--- src/rtl/multdiv_pkg.sv ---
// Shared definitions for the iterative multiply/divide unit: FSM state
// encoding, multiply iteration count and the ALU opcodes that select it.
// Build option: MULTDIV_RADIX4_EN selects radix-4 Booth multiply (2 bits/cycle).
package multdiv_pkg;

    typedef enum logic [1:0] {
        IDLE = 2'd0,
        MUL  = 2'd1,
        DIV  = 2'd2,
        DONE = 2'd3
    } state_e;

`ifdef MULTDIV_RADIX4_EN
    localparam int MUL_BITS_PER_CYCLE = 2;
`else
    localparam int MUL_BITS_PER_CYCLE = 1;
`endif

    localparam int DEFAULT_WIDTH = 32;

    // Number of MUL-state cycles for a given operand width.
    function automatic int mul_iters(input int width);
        return width / MUL_BITS_PER_CYCLE;
    endfunction

    localparam int MUL_ITERS = mul_iters(DEFAULT_WIDTH);

    // ALU opcodes decoded into ctrl_MULT / ctrl_DIV by the issue logic.
    localparam logic [4:0] ALU_OP_MUL = 5'b00110;
    localparam logic [4:0] ALU_OP_DIV = 5'b00111;

endpackage

--- src/rtl/multdiv_iter_div.sv ---
// Magnitude restoring divider: one quotient bit per step. The dividend is
// shifted out of the quotient register MSB-first while quotient bits are
// shifted in at the bottom. The remainder is kept only as working state.
module div_iter
    import multdiv_pkg::*;
#(
    parameter int WIDTH = 32
) (
    input  logic             clk,
    input  logic             srst,
    input  logic             load_i,
    input  logic             step_i,
    input  logic [WIDTH-1:0] dividend_i,
    input  logic [WIDTH-1:0] divisor_i,
    output logic [WIDTH-1:0] quotient_o
);

    logic [WIDTH-1:0] rem_q, rem_d;
    logic [WIDTH-1:0] quo_q, quo_d;
    logic [WIDTH-1:0] dvs_q;
    logic [WIDTH:0]   shifted;
    logic             ge;

    // One restoring step: shift in the next dividend bit, subtract if it fits.
    always_comb begin
        shifted = {rem_q, quo_q[WIDTH-1]};
        ge      = (shifted >= {1'b0, dvs_q});
        rem_d   = ge ? WIDTH'(shifted - {1'b0, dvs_q}) : shifted[WIDTH-1:0];
        quo_d   = {quo_q[WIDTH-2:0], ge};
    end

    // Load operands on start, otherwise advance one step per enabled cycle.
    always_ff @(posedge clk) begin
        if (srst) begin
            rem_q <= '0;
            quo_q <= '0;
            dvs_q <= '0;
        end else if (load_i) begin
            rem_q <= '0;
            quo_q <= dividend_i;
            dvs_q <= divisor_i;
        end else if (step_i) begin
            rem_q <= rem_d;
            quo_q <= quo_d;
        end
    end

    assign quotient_o = quo_q;

endmodule

--- src/rtl/multdiv_iter.sv ---
// Iterative signed multiply/divide unit for the execute stage.
// Owns the control FSM, sign handling and the shift-add multiplier; the
// magnitude divider lives in div_iter. Results are registered when leaving
// DONE, so RDY is a one-cycle pulse in the cycle following DONE.
// Build option: MULTDIV_RADIX4_EN selects radix-4 Booth multiply
// (WIDTH/2 MUL cycles); otherwise radix-2 with a final sign correction.
// WIDTH must be even and >= 4.
module multdiv_iter
    import multdiv_pkg::*;
#(
    parameter int WIDTH = 32,
    parameter int TAG_W = 5
) (
    input  logic             clock,
    input  logic             reset,
    input  logic             ctrl_MULT,
    input  logic             ctrl_DIV,
    input  logic             flush,
    input  logic [WIDTH-1:0] data_operandA,
    input  logic [WIDTH-1:0] data_operandB,
    input  logic [TAG_W-1:0] tag_in,
    output logic             busy,
    output logic             data_resultRDY,
    output logic [WIDTH-1:0] data_result,
    output logic             data_exception,
    output logic [TAG_W-1:0] tag_out
);

    localparam int CW         = $clog2(WIDTH + 1);
    localparam int HW         = WIDTH + 2;
    localparam int MUL_CYCLES = mul_iters(WIDTH);
    localparam logic [WIDTH-1:0] MOST_NEG = {1'b1, {(WIDTH-1){1'b0}}};

    state_e           state_q, state_d;
    logic [CW-1:0]    cnt_q;
    logic             start_mul, start_div, complete;
    logic             mul_last, div_last;

    // Captured operation context.
    logic [WIDTH-1:0] a_q;
    logic [TAG_W-1:0] tag_q;
    logic             is_div_q;
    logic             sign_q;
    logic             dvz_q;
    logic             ovf_q;

    // Multiply accumulator: high part carries two guard bits.
    logic [HW-1:0]    acc_hi_q, acc_hi_d;
    logic [WIDTH-1:0] acc_lo_q, acc_lo_d;
    logic [HW-1:0]    a_ext;
    logic [HW-1:0]    mul_pp;
    logic [HW-1:0]    mul_sum;
`ifdef MULTDIV_RADIX4_EN
    logic             booth_q, booth_d;
`endif

    // Divider interface.
    logic [WIDTH-1:0] a_mag, b_mag;
    logic [WIDTH-1:0] quotient;

    // Finished result, valid while in DONE.
    logic [WIDTH-1:0] fin_result;
    logic             fin_exc;

    // Output registers.
    logic             rdy_q;
    logic [WIDTH-1:0] result_q;
    logic             exc_q;
    logic [TAG_W-1:0] tag_out_q;

    assign mul_last = (cnt_q == CW'(MUL_CYCLES - 1));
    assign div_last = (cnt_q == CW'(WIDTH - 1));
    assign a_mag    = data_operandA[WIDTH-1] ? -data_operandA : data_operandA;
    assign b_mag    = data_operandB[WIDTH-1] ? -data_operandB : data_operandB;
    assign a_ext    = {{2{a_q[WIDTH-1]}}, a_q};

    // State register.
    always_ff @(posedge clock) begin
        if (reset) begin
            state_q <= IDLE;
        end else begin
            state_q <= state_d;
        end
    end

    // Next-state logic and start/complete strobes; MULT wins over DIV, flush wins over both.
    always_comb begin
        state_d   = state_q;
        start_mul = 1'b0;
        start_div = 1'b0;
        complete  = 1'b0;
        case (state_q)
            IDLE: begin
                if (!flush) begin
                    if (ctrl_MULT) begin
                        state_d   = MUL;
                        start_mul = 1'b1;
                    end else if (ctrl_DIV) begin
                        state_d   = DIV;
                        start_div = 1'b1;
                    end
                end
            end
            MUL: begin
                if (flush) begin
                    state_d = IDLE;
                end else if (mul_last) begin
                    state_d = DONE;
                end
            end
            DIV: begin
                if (flush) begin
                    state_d = IDLE;
                end else if (div_last) begin
                    state_d = DONE;
                end
            end
            DONE: begin
                state_d  = IDLE;
                complete = !flush;
            end
            default: state_d = IDLE;
        endcase
    end

    // Iteration counter: cleared on start, saturates on the last iteration.
    always_ff @(posedge clock) begin
        if (reset) begin
            cnt_q <= '0;
        end else if (start_mul || start_div) begin
            cnt_q <= '0;
        end else if ((state_q == MUL && !mul_last) || (state_q == DIV && !div_last)) begin
            cnt_q <= cnt_q + CW'(1);
        end
    end

    // Capture operation context at start.
    always_ff @(posedge clock) begin
        if (reset) begin
            a_q      <= '0;
            tag_q    <= '0;
            is_div_q <= 1'b0;
            sign_q   <= 1'b0;
            dvz_q    <= 1'b0;
            ovf_q    <= 1'b0;
        end else if (start_mul || start_div) begin
            a_q      <= data_operandA;
            tag_q    <= tag_in;
            is_div_q <= start_div;
            sign_q   <= data_operandA[WIDTH-1] ^ data_operandB[WIDTH-1];
            dvz_q    <= (data_operandB == '0);
            ovf_q    <= (data_operandA == MOST_NEG) && (data_operandB == '1);
        end
    end

`ifdef MULTDIV_RADIX4_EN
    // Radix-4 Booth step: recode two multiplier bits plus the previous one, shift by two.
    always_comb begin
        mul_pp = '0;
        case ({acc_lo_q[1:0], booth_q})
            3'b001, 3'b010: mul_pp = a_ext;
            3'b011:         mul_pp = a_ext << 1;
            3'b100:         mul_pp = -(a_ext << 1);
            3'b101, 3'b110: mul_pp = -a_ext;
            default:        mul_pp = '0;
        endcase
        mul_sum  = acc_hi_q + mul_pp;
        acc_hi_d = {{2{mul_sum[HW-1]}}, mul_sum[HW-1:2]};
        acc_lo_d = {mul_sum[1:0], acc_lo_q[WIDTH-1:2]};
        booth_d  = acc_lo_q[1];
    end

    // Multiply accumulator update.
    always_ff @(posedge clock) begin
        if (reset) begin
            acc_hi_q <= '0;
            acc_lo_q <= '0;
            booth_q  <= 1'b0;
        end else if (start_mul) begin
            acc_hi_q <= '0;
            acc_lo_q <= data_operandB;
            booth_q  <= 1'b0;
        end else if (state_q == MUL) begin
            acc_hi_q <= acc_hi_d;
            acc_lo_q <= acc_lo_d;
            booth_q  <= booth_d;
        end
    end
`else
    // Radix-2 shift-add step; the multiplier sign bit carries negative weight, so the last step subtracts.
    always_comb begin
        mul_pp = '0;
        if (acc_lo_q[0]) begin
            mul_pp = mul_last ? -a_ext : a_ext;
        end
        mul_sum  = acc_hi_q + mul_pp;
        acc_hi_d = {mul_sum[HW-1], mul_sum[HW-1:1]};
        acc_lo_d = {mul_sum[0], acc_lo_q[WIDTH-1:1]};
    end

    // Multiply accumulator update.
    always_ff @(posedge clock) begin
        if (reset) begin
            acc_hi_q <= '0;
            acc_lo_q <= '0;
        end else if (start_mul) begin
            acc_hi_q <= '0;
            acc_lo_q <= data_operandB;
        end else if (state_q == MUL) begin
            acc_hi_q <= acc_hi_d;
            acc_lo_q <= acc_lo_d;
        end
    end
`endif

    div_iter #(
        .WIDTH (WIDTH)
    ) u_div (
        .clk        (clock),
        .srst       (reset),
        .load_i     (start_div),
        .step_i     (state_q == DIV),
        .dividend_i (a_mag),
        .divisor_i  (b_mag),
        .quotient_o (quotient)
    );

    // Final result: product low half with overflow check, or signed quotient with special cases.
    always_comb begin
        fin_result = acc_lo_q;
        fin_exc    = (acc_hi_q[WIDTH-1:0] != {WIDTH{acc_lo_q[WIDTH-1]}});
        if (is_div_q) begin
            if (dvz_q) begin
                fin_result = '0;
            end else if (sign_q) begin
                fin_result = -quotient;
            end else begin
                fin_result = quotient;
            end
            fin_exc = dvz_q | ovf_q;
        end
    end

    // Output registers: RDY pulses for one cycle, payload holds until the next completion.
    always_ff @(posedge clock) begin
        if (reset) begin
            rdy_q     <= 1'b0;
            result_q  <= '0;
            exc_q     <= 1'b0;
            tag_out_q <= '0;
        end else begin
            rdy_q <= complete;
            if (complete) begin
                result_q  <= fin_result;
                exc_q     <= fin_exc;
                tag_out_q <= tag_q;
            end
        end
    end

    assign busy           = (state_q != IDLE);
    assign data_resultRDY = rdy_q;
    assign data_result    = result_q;
    assign data_exception = exc_q;
    assign tag_out        = tag_out_q;

endmodule

--- config.mk ---
export PLATFORM = sky130hd
export DESIGN_NAME = multdiv_iter
export DESIGN_NICKNAME = d
export VERILOG_FILES = /design/src/rtl/multdiv_pkg.sv /design/src/rtl/multdiv_iter_div.sv /design/src/rtl/multdiv_iter.sv
export SDC_FILE = /design/constraint.sdc
export NUM_CORES = 1
export LEC_CHECK = 0
export CORE_AREA = 2 2 232 280
export DETAILED_ROUTE_END_ITERATION = 10
export DIE_AREA = 0 0 234 282
export GPL_TIMING_DRIVEN = 0
export SLEW_MARGIN = 15
export SYNTH_ARGS = -nofsm -noshare
export SYNTH_HDL_FRONTEND = slang
export SYNTH_SLANG_ARGS = --single-unit
--- constraint.sdc ---
create_clock -name clock -period 4.3 [get_ports clock]
set_input_delay 1.075 -clock clock [delete_from_list [all_inputs] [get_ports clock]]
set_output_delay 1.075 -clock clock [all_outputs]
set_load 0.1 [all_outputs]
==> summary.txt, run 1 <==
Clocking
  • Clk sinks: 249
  • Total CTS buffers: 34
  • Clk Tree Root Cell: clkbuf_16
  • Clock Latency Late Sink: 0.58 ns
  • CTS tree: yes
  • Clock buffer depth: 3
  • Hold_buf cts: 0
  • H-tree depth: 2
  • Clock Pin Slew Worst Setup and Hold Paths: 0.06 ns

Logic synthesis
  • Post-Synth Simple-Gate Area: 21.3%
  • Synthesized cell area: 0.0163 mm²
  • Number of synthesized flops with an enable pin: 0
  • Post-synthesis xor/xnor area fraction: 9.56%
  • Yosys synthesis warning count: 0
  • Cells after Synth: 2079
  • Avg Cell Area, Syn: 7.85 µm²
  • Largest family of logic cells by synthesized area: compound AO/OA/AOI/OAI gates
  • Synth area leader: dfxtp_1
  • Synth Flop Type: dfxtp_1
  • Post-synthesis compound-gate area fraction: 22.5%
  • Post-synthesis cell type count: 66
  • Synth top area cells: dfxtp_1 (31%), ha_1 (5.8%), mux2i_1 (5.7%)
  • Register area share after synthesis: 30.6%
  • Post-synth ARST share: 0%
  • Mux cell area share after synthesis: 5.71%
  • Post-synthesis adder-cell area fraction: 6.00%
  • Synth top area share: 30.6%
  • Yosys reg bits: 249
  • Number of nets produced by synthesis: 2230

STA
  • Slew at the pin with the worst max-slew slack: 1.09 ns
  • Final hold vios: 0
  • Slew Limit Headroom: 26.9%
  • Max Clock Freq: 238 MHz
  • RSZ-0062 raised after global routing: true
  • Post-layout min period: 4.20 ns
  • Setup-failing EPs final: 0
  • Tcrit/Tclk final: 97.6%
  • Clk_skew: 0.0465 ns
  • Setup ws final: 0.105 ns
  • Final max-slew violation count: 0

Global routing
  • First-pass GRT wire length: 87.1 mm
  • Initial antenna violation count: 0
  • Grt ovf: 0
  • Largest net degree at the start of global routing: 13
  • Vias in the first global route: 15118
  • All-Layer GR Usage: 16.9%

Route
  • Met3 wire length: 2.81 mm
  • Met2 routed WL: 26.9 mm
  • DR top layer: met4
  • Met1 WL: 24.9 mm
  • 1st-iter DRT viols: 1068
  • Routed Antenna Nets: 0
  • WL/cell: 18.4 µm
  • DRT Pass-1 Iters: 5
  • Vias post-DR: 15864
  • DR DRC count: 0
  • Vias per cell: 5.15
  • Detailed Route WL: 56.8 mm

Pwr
  • PwrDens: 659 mW/mm²
  • Static Leakage: 7.31 nW
  • Max VDD drop: 375 µV

Floorplanning
  • Die Ht: 282 µm
  • Total die area: 0.0660 mm²
  • Core Region: 0.0631 mm²
  • I/O pins: 114
  • Die Wd: 234 µm
  • Placement Rows: 101
  • Initial Util: 25.9%

Critical path
  • Cell chain of the critical path: or4_4 -> nor2_4 -> nand2_2 -> nor3_4 -> buf_4 -> a21oi_1 -> xor2_1 -> and2_1 -> ha_1 -> a21oi_2 -> o21ai_0 -> a21o_1 -> a221o_1 -> a221oi_2 -> a21oi_1 -> a211oi_2 -> xor2_1 -> nor2_1
  • Data required, critical path: 4.73 ns
  • FF-to-FF path depth: 18
  • R2R setup slack: 0.10 ns
  • Slowest-stage cell, CP: or4_4
  • Critical path's largest stage delay: 0.54 ns
  • Maximum fanout along the worst path: 8
  • Critical path class: flip-flop to flip-flop
  • CP startpoint kind: flip-flop
  • WP data arrival: 4.62 ns
  • Setup crit end kind: flip-flop

Placed design
  • Dpl cell area: 0.0185 mm²
  • Place WS: -0.903 ns
  • Post-DP HPWL: 44.1 mm
  • RePlAce Congestion: 0.894
  • # port buffers: 111

Finish
  • Area growth syn-to-layout: 23.4%
  • Final Instance Area: 0.0201 mm²
  • Fillers: 6705
  • Final #Nets: 2381
  • Ant diodes: 0
  • Share of cells above drive strength 1: 6.39%
  • Final Util: 31.9%

Run status
  • Outcome: finished, final reports clean

Flow run
  • Max Cap Viol: 0

Min path
  • Min-delay worst type: flip-flop to flip-flop
  • Hold depth: 2
-- cell usage in the layout (no fill, tap or decap), types with 34 or more instances in the layout --
cell / instances
inv_1: 59
clkdlybuf4s50_1: 111
a21o_1: 37
ha_1: 66
xor2_1: 74
nand2_1: 196
clkbuf_1: 113
nor3_1: 49
xnor2_1: 104
o21ai_0: 93
mux2i_1: 93
a211oi_1: 109
dfxtp_1: 247
nor2_1: 242
a21oi_1: 154
clkbuf_16: 34
-- logic make-up (layout without fill, tap and decap cells) --
logic type                 after synthesis  count (layout)
DFF                                    249             249
and+or+nand+nor                        731             731
AOI/OAI and AO/OA                      559             559
xor gates and xnor gates               178             178
buffers and inverters                  192             368
muxes                                   93              93
adders and majority gates               77              77
-- worst max-delay path, delay by kind of cell, from the launching register on --
kind	cells	cell delay (ns)
and+or+nand+nor	6	1.22
adders and majority gates	1	0.40
AOI/OAI and AO/OA	8	1.58
buffers and inverters	1	0.15
DFF	1	0.37
xor gates and xnor gates	2	0.32
-- cells in the mapped netlist, types with 3 or more instances --
cell	number
a22oi_1	4
a221oi_1	27
buf_1	10
o21ai_0	97
ha_1	75
nor2b_1	18
or3_4	3
dfxtp_1	249
nand3b_1	11
nand2_1	198
or2_2	9
nor3_1	51
nand4_1	25
a41oi_1	6
o41ai_1	16
o211a_1	3
nor3b_1	10
o211ai_1	8
nor4b_1	5
and3_1	7
xor2_1	74
nor4_1	15
a31o_2	4
o31a_1	3
a21oi_1	157
nand4b_1	4
o21bai_1	9
xnor2_1	104
o31ai_1	30
o21a_1	8
and2_1	31
mux2i_1	93
inv_1	59
nand3_1	33
clkbuf_1	121
a31oi_1	16
or3_1	23
and4_1	5
a21boi_0	5
nand2b_1	16
a21o_1	37
or4_1	16
nor2_1	246
a211oi_1	110
-- state kept, by name, indices dropped and copies added, names as in the netlist --
signal and count:
a_q 32, acc_hi_q 33, acc_lo_q 32, cnt_q 6
data_exception 1, data_result 32, data_resultRDY 1, dvz_q 1
is_div_q 1, ovf_q 1, sign_q 1, state_q 2
tag_out 5, tag_q 5, u_div.dvs_q 32, u_div.quotient_o 32
u_div.rem_q 32
-- area by class of cell --
cell class	instances	area, µm²	share of cell area (%)
Multi-Input combinational cell	1638	10900	54.3
Sequential cell	249	4990	24.8
Timing Repair Buffer	122	1190	5.92
Tap cell	824	1030	5.12
Clock buffer	41	927	4.61
Buffer	124	480	2.39
Clock inverter	20	340	1.69
Inverter	61	229	1.14
-- report_power, final --
part	internal, W	total [W]	switching, W
Sequential	0.00269	0.00309	0.000400
Combinational	0.00260	0.00697	0.00437
Clock	0.00199	0.00320	0.00121
Total	0.00728	0.0133	0.00598
-- worst paths after layout --
check,from,endpoint
max,a_q[4],acc_hi_q[32]
min,tag_q[1],tag_out[1]
max reg2reg,a_q[4],acc_hi_q[32]
min reg2reg,tag_q[1],tag_out[1]
-- layer usage --
layer  GRT usage [%]  up-vias
met3            2.57      115
met5               0        -
met2            28.3      425
li1                -     7773
met4            6.62        0
met1            21.5     7551
-- metrics by stage --
stage	hold slack [ns]	total power (W)	cells	TNS, ns
3_5_place_dp	0.444	0.00985	3015	-11.71
4_1_cts	0.440	0.0132	3077	0
2_1_floorplan	0.432	0.00799	2079	0
6_report	0.449	0.0133	3079	0
3_3_place_gp	0.439	0.00983	3014	-12.93
5_1_grt	0.458	0.0141	3079	-0.277
-- what timing repair did --
action	CTS	global route
gates resized for setup	32	50
pin swaps	4	14
setup endpoints to repair	19	27
setup buffers	6	4
No activity file was read; power rests on OpenSTA's default activity.
==> inputs of run 2 (changes only) <==
--- a/config.mk
+++ b/config.mk
@@ -9,6 +9,7 @@
 export DETAILED_ROUTE_END_ITERATION = 10
 export DIE_AREA = 0 0 234 282
 export GPL_TIMING_DRIVEN = 0
+export PLACE_DENSITY = 0.52
 export SLEW_MARGIN = 15
 export SYNTH_ARGS = -nofsm -noshare
 export SYNTH_HDL_FRONTEND = slang
==> summary.txt, run 2 (synthesized netlist as in run 1, its figures left out) <==
Global routing
  • Vias in the first global route: 15776
  • Initial antenna violation count: 2
  • All-Layer GR Usage: 17.4%
  • Grt ovf: 0
  • Largest net degree at the start of global routing: 17
  • First-pass GRT wire length: 90.3 mm

Route
  • Met2 routed WL: 29.0 mm
  • DRT Pass-1 Iters: 5
  • DR top layer: met5
  • Met1 WL: 25.2 mm
  • WL/cell: 19.1 µm
  • 1st-iter DRT viols: 925
  • Met3 wire length: 2.53 mm
  • Routed Antenna Nets: 0
  • Detailed Route WL: 58.7 mm
  • DR DRC count: 0
  • Vias per cell: 5.17
  • Vias post-DR: 15853

STA
  • Setup ws final: -0.0195 ns
  • Setup-failing EPs final: 1
  • RSZ-0062 raised after global routing: true
  • Slew at the pin with the worst max-slew slack: 1.09 ns
  • Tcrit/Tclk final: 100%
  • Final hold vios: 0
  • Clk_skew: 0.0371 ns
  • Post-layout min period: 4.32 ns
  • Setup TNS: -0.0195 ns
  • Max Clock Freq: 232 MHz
  • Slew Limit Headroom: 26.8%
  • Final max-slew violation count: 0

Placed design
  • RePlAce Congestion: 0.936
  • # port buffers: 111
  • Post-DP HPWL: 46.5 mm

Min path
  • Min-delay worst type: flip-flop to flip-flop

Clocking
  • Hold_buf cts: 0
  • H-tree depth: 1
  • Clock buffer depth: 3
  • Clock Pin Slew Worst Setup and Hold Paths: 0.06 ns
  • Clk sinks: 249
  • Clk Tree Root Cell: clkbuf_16
  • CTS tree: yes
  • Clock Latency Late Sink: 0.62 ns
  • Total CTS buffers: 30

Pwr
  • Static Leakage: 7.18 nW
  • Pint: 0.00692 W
  • Overall power: 0.0128 W
  • Seq pwr share: 24.1%
  • Clock Power Share: 21.3%
  • PwrDens: 647 mW/mm²
  • Combinational share of power: 54.6%
  • NetSw: 0.00590 W
  • Switching Fraction: 46.0%
  • Max VDD drop: 357 µV

Finish
  • Share of cells above drive strength 1: 5.71%
  • Area growth syn-to-layout: 21.5%
  • Most flop-heavy register: acc_hi_q
  • Final #Nets: 2373
  • Most frequent cells in the layout: dfxtp_1 (248), nor2_1 (242), nand2_1 (196)
  • Commonest non-fill, non-tap cell in the layout: dfxtp_1
  • Fillers: 6623
  • Max reg flops: 33

Critical path
  • Setup crit end kind: flip-flop
  • CP startpoint kind: flip-flop
  • WP data arrival: 4.77 ns
  • Critical path class: flip-flop to flip-flop
  • Maximum fanout along the worst path: 6
  • Data required, critical path: 4.75 ns

Floorplanning
  • Die Wd: 234 µm
  • Total die area: 0.0660 mm²
  • Die Ht: 282 µm
  • I/O pins: 114
  • Core Region: 0.0631 mm²
  • Initial Util: 25.9%
  • Placement Rows: 101

Flow run
  • Max Cap Viol: 0

Run status
  • Failing checks: negative setup slack
  • Outcome: finished, violations left
## run 2: cell count changes in the layout (fill, tap and decap cells not counted), moves of 3 or more
cell and change:
buf_4 -4, clkbuf_16 -4, o21ai_0 -4, a21oi_2 +3, bufinv_16 -3, clkbuf_1 +3, clkinv_2 -3, o21ai_1 +3
## run 2: path summary, 6_finish.rpt
path / from / to / slack, ns / depth (start not counted)
setup / recovery: a_q[7] / acc_hi_q[32] / -0.02 / 17
hold / removal: tag_out[0] / tag_out[0] / 0.46 / 2
setup reg to reg: a_q[7] / acc_hi_q[32] / -0.02 / 17
hold reg to reg: tag_out[0] / tag_out[0] / 0.46 / 2
## run 2: per-stage QoR
step	cells	area [µm²]	setup slack, ns	hold slack, ns	utilization [%]
after global routing	3067	19800	-0.271	0.478	31.4
final	3067	19800	-0.0195	0.456	31.4
after detailed placement	3015	18500	-0.774	0.446	29.3
after floorplan	2079	16300	0.0271	0.432	-
after global placement	3014	18500	-0.788	0.441	29.3
after CTS	3067	19700	0.00441	0.454	31.2
## run 2: final cells by class
type	instances	area [µm²]	area share (%)
repair buffers	119	1170	5.90
clock buffers	43	870	4.39
diodes	1	2.50	0.0126
plain buffers	123	477	2.41
flip-flops and latches	249	4990	25.2
multi-input cells	1638	10900	54.9
well taps	824	1030	5.20
inverters	61	229	1.16
clock inverters	9	176	0.890
## run 2: power groups by stage
stage | sequential [W] | combinational (W) | clock [W]
finish | 0.00309 | 0.00701 | 0.00273
global route | 0.00314 | 0.00760 | 0.00289
CTS | 0.00308 | 0.00686 | 0.00279
detailed placement | 0.00312 | 0.00676 | 0
global placement | 0.00311 | 0.00675 | 0
floorplan | 0.00319 | 0.00480 | 0
## run 2: metal layers
metal,vias to the layer above,GRT usage (%)
met5,-,0
met2,402,31.0
met3,106,2.12
met4,2,6.13
li1,7761,-
met1,7582,21.4
## run 2: repair_timing
action,CTS,global route
setup buffers,3,4
pin swaps,6,10
cloned,0,0
endpoints found under the hold margin,0,0
resized for setup,35,45
endpoints found under the setup margin,19,21
## run 2: worst max-delay path, stage by stage (launching register included)
cell and delay (ns):
dfxtp_1 0.37, or4_4 0.60, nor4_4 0.26, buf_4 0.18, nand3b_1 0.12, o31ai_1 0.32
xor2_1 0.22, nor2b_2 0.08, ha_1 0.35, nand2_1 0.14, nor2_1 0.09, a21o_1 0.18
a221o_1 0.41, a221oi_4 0.32, a21oi_2 0.11, a211oi_2 0.17, xor2_1 0.17, nor2_1 0.05
==> inputs of run 3 (changes only) <==
--- a/config.mk
+++ b/config.mk
@@ -9,7 +9,7 @@
 export DETAILED_ROUTE_END_ITERATION = 10
 export DIE_AREA = 0 0 234 282
 export GPL_TIMING_DRIVEN = 0
-export PLACE_DENSITY = 0.52
+export PLACE_DENSITY = 0.5
 export SLEW_MARGIN = 15
 export SYNTH_ARGS = -nofsm -noshare
 export SYNTH_HDL_FRONTEND = slang
==> constraint.sdc (replaced) <==
create_clock -name clock -period 4.4 [get_ports clock]
set_input_delay 1.1 -clock clock [delete_from_list [all_inputs] [get_ports clock]]
set_output_delay 1.1 -clock clock [all_outputs]
set_load 0.1 [all_outputs]
==> summary.txt, run 3 (synthesized netlist as in run 1, its figures left out) <==
Finish
  • Commonest non-fill, non-tap cell in the layout: dfxtp_1
  • Max reg flops: 33
  • Most flop-heavy register: acc_hi_q
  • Fillers: 6695
  • Share of cells above drive strength 1: 5.39%
  • Most frequent cells in the layout: dfxtp_1 (248), nor2_1 (242), nand2_1 (196)
  • Finished Layout Cells: 3068
  • Final Util: 31.4%
  • Area growth syn-to-layout: 21.4%
  • Final #Nets: 2372
  • Ant diodes: 0

Pwr
  • Max VDD drop: 374 µV
  • PwrDens: 628 mW/mm²
  • Static Leakage: 7.17 nW

Global routing
  • All-Layer GR Usage: 17.1%
  • Vias in the first global route: 15585
  • Largest net degree at the start of global routing: 17
  • Grt ovf: 0
  • First-pass GRT wire length: 88.6 mm
  • Initial antenna violation count: 0

Floorplanning
  • Core Region: 0.0631 mm²
  • Initial Util: 25.9%
  • Total die area: 0.0660 mm²
  • Die Ht: 282 µm
  • I/O pins: 114
  • Placement Rows: 101
  • Die Wd: 234 µm

Clocking
  • Clock Latency Late Sink: 0.61 ns
  • CTS tree: yes
  • Clock buffer depth: 3
  • Total CTS buffers: 30
  • Clock Pin Slew Worst Setup and Hold Paths: 0.06 ns
  • Clk Tree Root Cell: clkbuf_16
  • H-tree depth: 1
  • Clk sinks: 249

STA
  • Tcrit/Tclk final: 97.2%
  • Slew Limit Headroom: 27.7%
  • Final max-slew violation count: 0
  • Clk_skew: 0.0361 ns
  • Final hold vios: 0
  • Post-layout min period: 4.28 ns
  • Setup ws final: 0.121 ns
  • Setup-failing EPs final: 0
  • RSZ-0062 raised after global routing: true
  • Setup TNS: 0 ns
  • Max Clock Freq: 234 MHz
  • Slew at the pin with the worst max-slew slack: 1.08 ns
  • Min Hold Slack: 0.456 ns

Critical path
  • FF-to-FF path depth: 18
  • Worst r2r dst: acc_hi_q[32]
  • Critical path class: flip-flop to flip-flop
  • Data required, critical path: 4.85 ns
  • WP data arrival: 4.73 ns
  • CP startpoint kind: flip-flop
  • R2R setup slack: 0.12 ns
  • Worst Setup EP: acc_hi_q[32]
  • Start point of the critical path: a_q[5]
  • Setup crit end kind: flip-flop
  • Maximum fanout along the worst path: 5
  • RR Startpoint: a_q[5]

Route
  • Detailed Route WL: 58.3 mm
  • Vias per cell: 5.14
  • WL/cell: 19.0 µm
  • DR DRC count: 0
  • Vias post-DR: 15762
  • Routed Antenna Nets: 0
  • 1st-iter DRT viols: 976
  • DRT Pass-1 Iters: 7

Flow run
  • Max Cap Viol: 0

Placed design
  • RePlAce Congestion: 0.911
  • # port buffers: 111
  • Place WS: -0.762 ns
  • Post-DP HPWL: 46.5 mm
  • Cells after DPL: 3015

Min path
  • Min-delay worst type: flip-flop to flip-flop

Run status
  • Outcome: finished, final reports clean
run 3: cell count changes in the layout (fill, tap and decap cells not counted), sizes merged:
cell and delta:
clkinv +4, diode -1, buf -3, clkinvlp +1, bufinv -1, clkbuf +1
run 3: routing by layer:
| layer | track usage, % | part of all wire, % |
|---|---|---|
| met1 | 21.2 | 44 |
| met2 | 30.4 | 49 |
| met3 | 1.96 | 3.7 |
| met4 | 5.87 | 3.4 |
| met5 | 0 | 0 |
run 3: area by class of cell:
| class | count | area [µm²] | share of cell area (%) |
|---|---|---|---|
| buffer | 126 | 487 | 2.46 |
| multi-input combinational | 1638 | 10900 | 55.0 |
| inverter | 61 | 229 | 1.16 |
| timing repair buffer | 115 | 1140 | 5.75 |
| sequential | 249 | 4990 | 25.2 |
| clock buffer | 42 | 856 | 4.32 |
| clock inverter | 13 | 174 | 0.879 |
| tap | 824 | 1030 | 5.21 |
run 3: worst max-delay path, cell delays in order, from the launching register on:
cell and delay [ns]:
dfxtp_1 0.33, or4_4 0.58, nor2_4 0.12, nand2_2 0.10, nor3_4 0.25, nand3b_1 0.15, o41ai_2 0.34, xnor2_1 0.16
and2_4 0.19, ha_4 0.22, a21oi_4 0.16, o21ai_0 0.11, a21o_1 0.18, a221o_1 0.36, a221oi_2 0.30, a21oi_2 0.09
a211oi_2 0.24, xor2_1 0.17, nor2_1 0.05
run 3: how the worst min path moves through the flow:
stage	slack [ns]	depth (start not counted)	startpoint	endpoint
after floorplan	0.43	2	u_div.dvs_q[29]	u_div.dvs_q[29]
after global placement	0.44	2	tag_q[1]	tag_q[1]
after detailed placement	0.45	2	tag_q[2]	tag_q[2]
after CTS	0.46	2	tag_out[2]	tag_out[2]
after global routing	0.48	2	tag_q[2]	tag_q[2]
final	0.46	2	tag_out[2]	tag_out[2]
run 3: where the power goes:
| part | switching [W] | leakage [nW] | total, W | internal [W] |
|---|---|---|---|---|
| logic | 0.00428 | 4.64 | 0.00681 | 0.00252 |
| clock network | 0.00108 | 0.502 | 0.00261 | 0.00153 |
| registers | 0.000388 | 2.03 | 0.00302 | 0.00263 |
run 3: what timing repair did:
item                       in CTS  in global routing
pin swaps                       1                 11
cloned                          0                  0
buffers inserted                2                  1
hold buffers                    0                  0
setup endpoints to repair      17                 18
resized for setup              24                 50
run 3: metrics by stage:
stage	cell area (µm²)	power [W]
2_1_floorplan	16300	0.00781
3_3_place_gp	18500	0.00965
3_5_place_dp	18500	0.00969
4_1_cts	19600	0.0124
5_1_grt	19800	0.0132
6_report	19800	0.0124
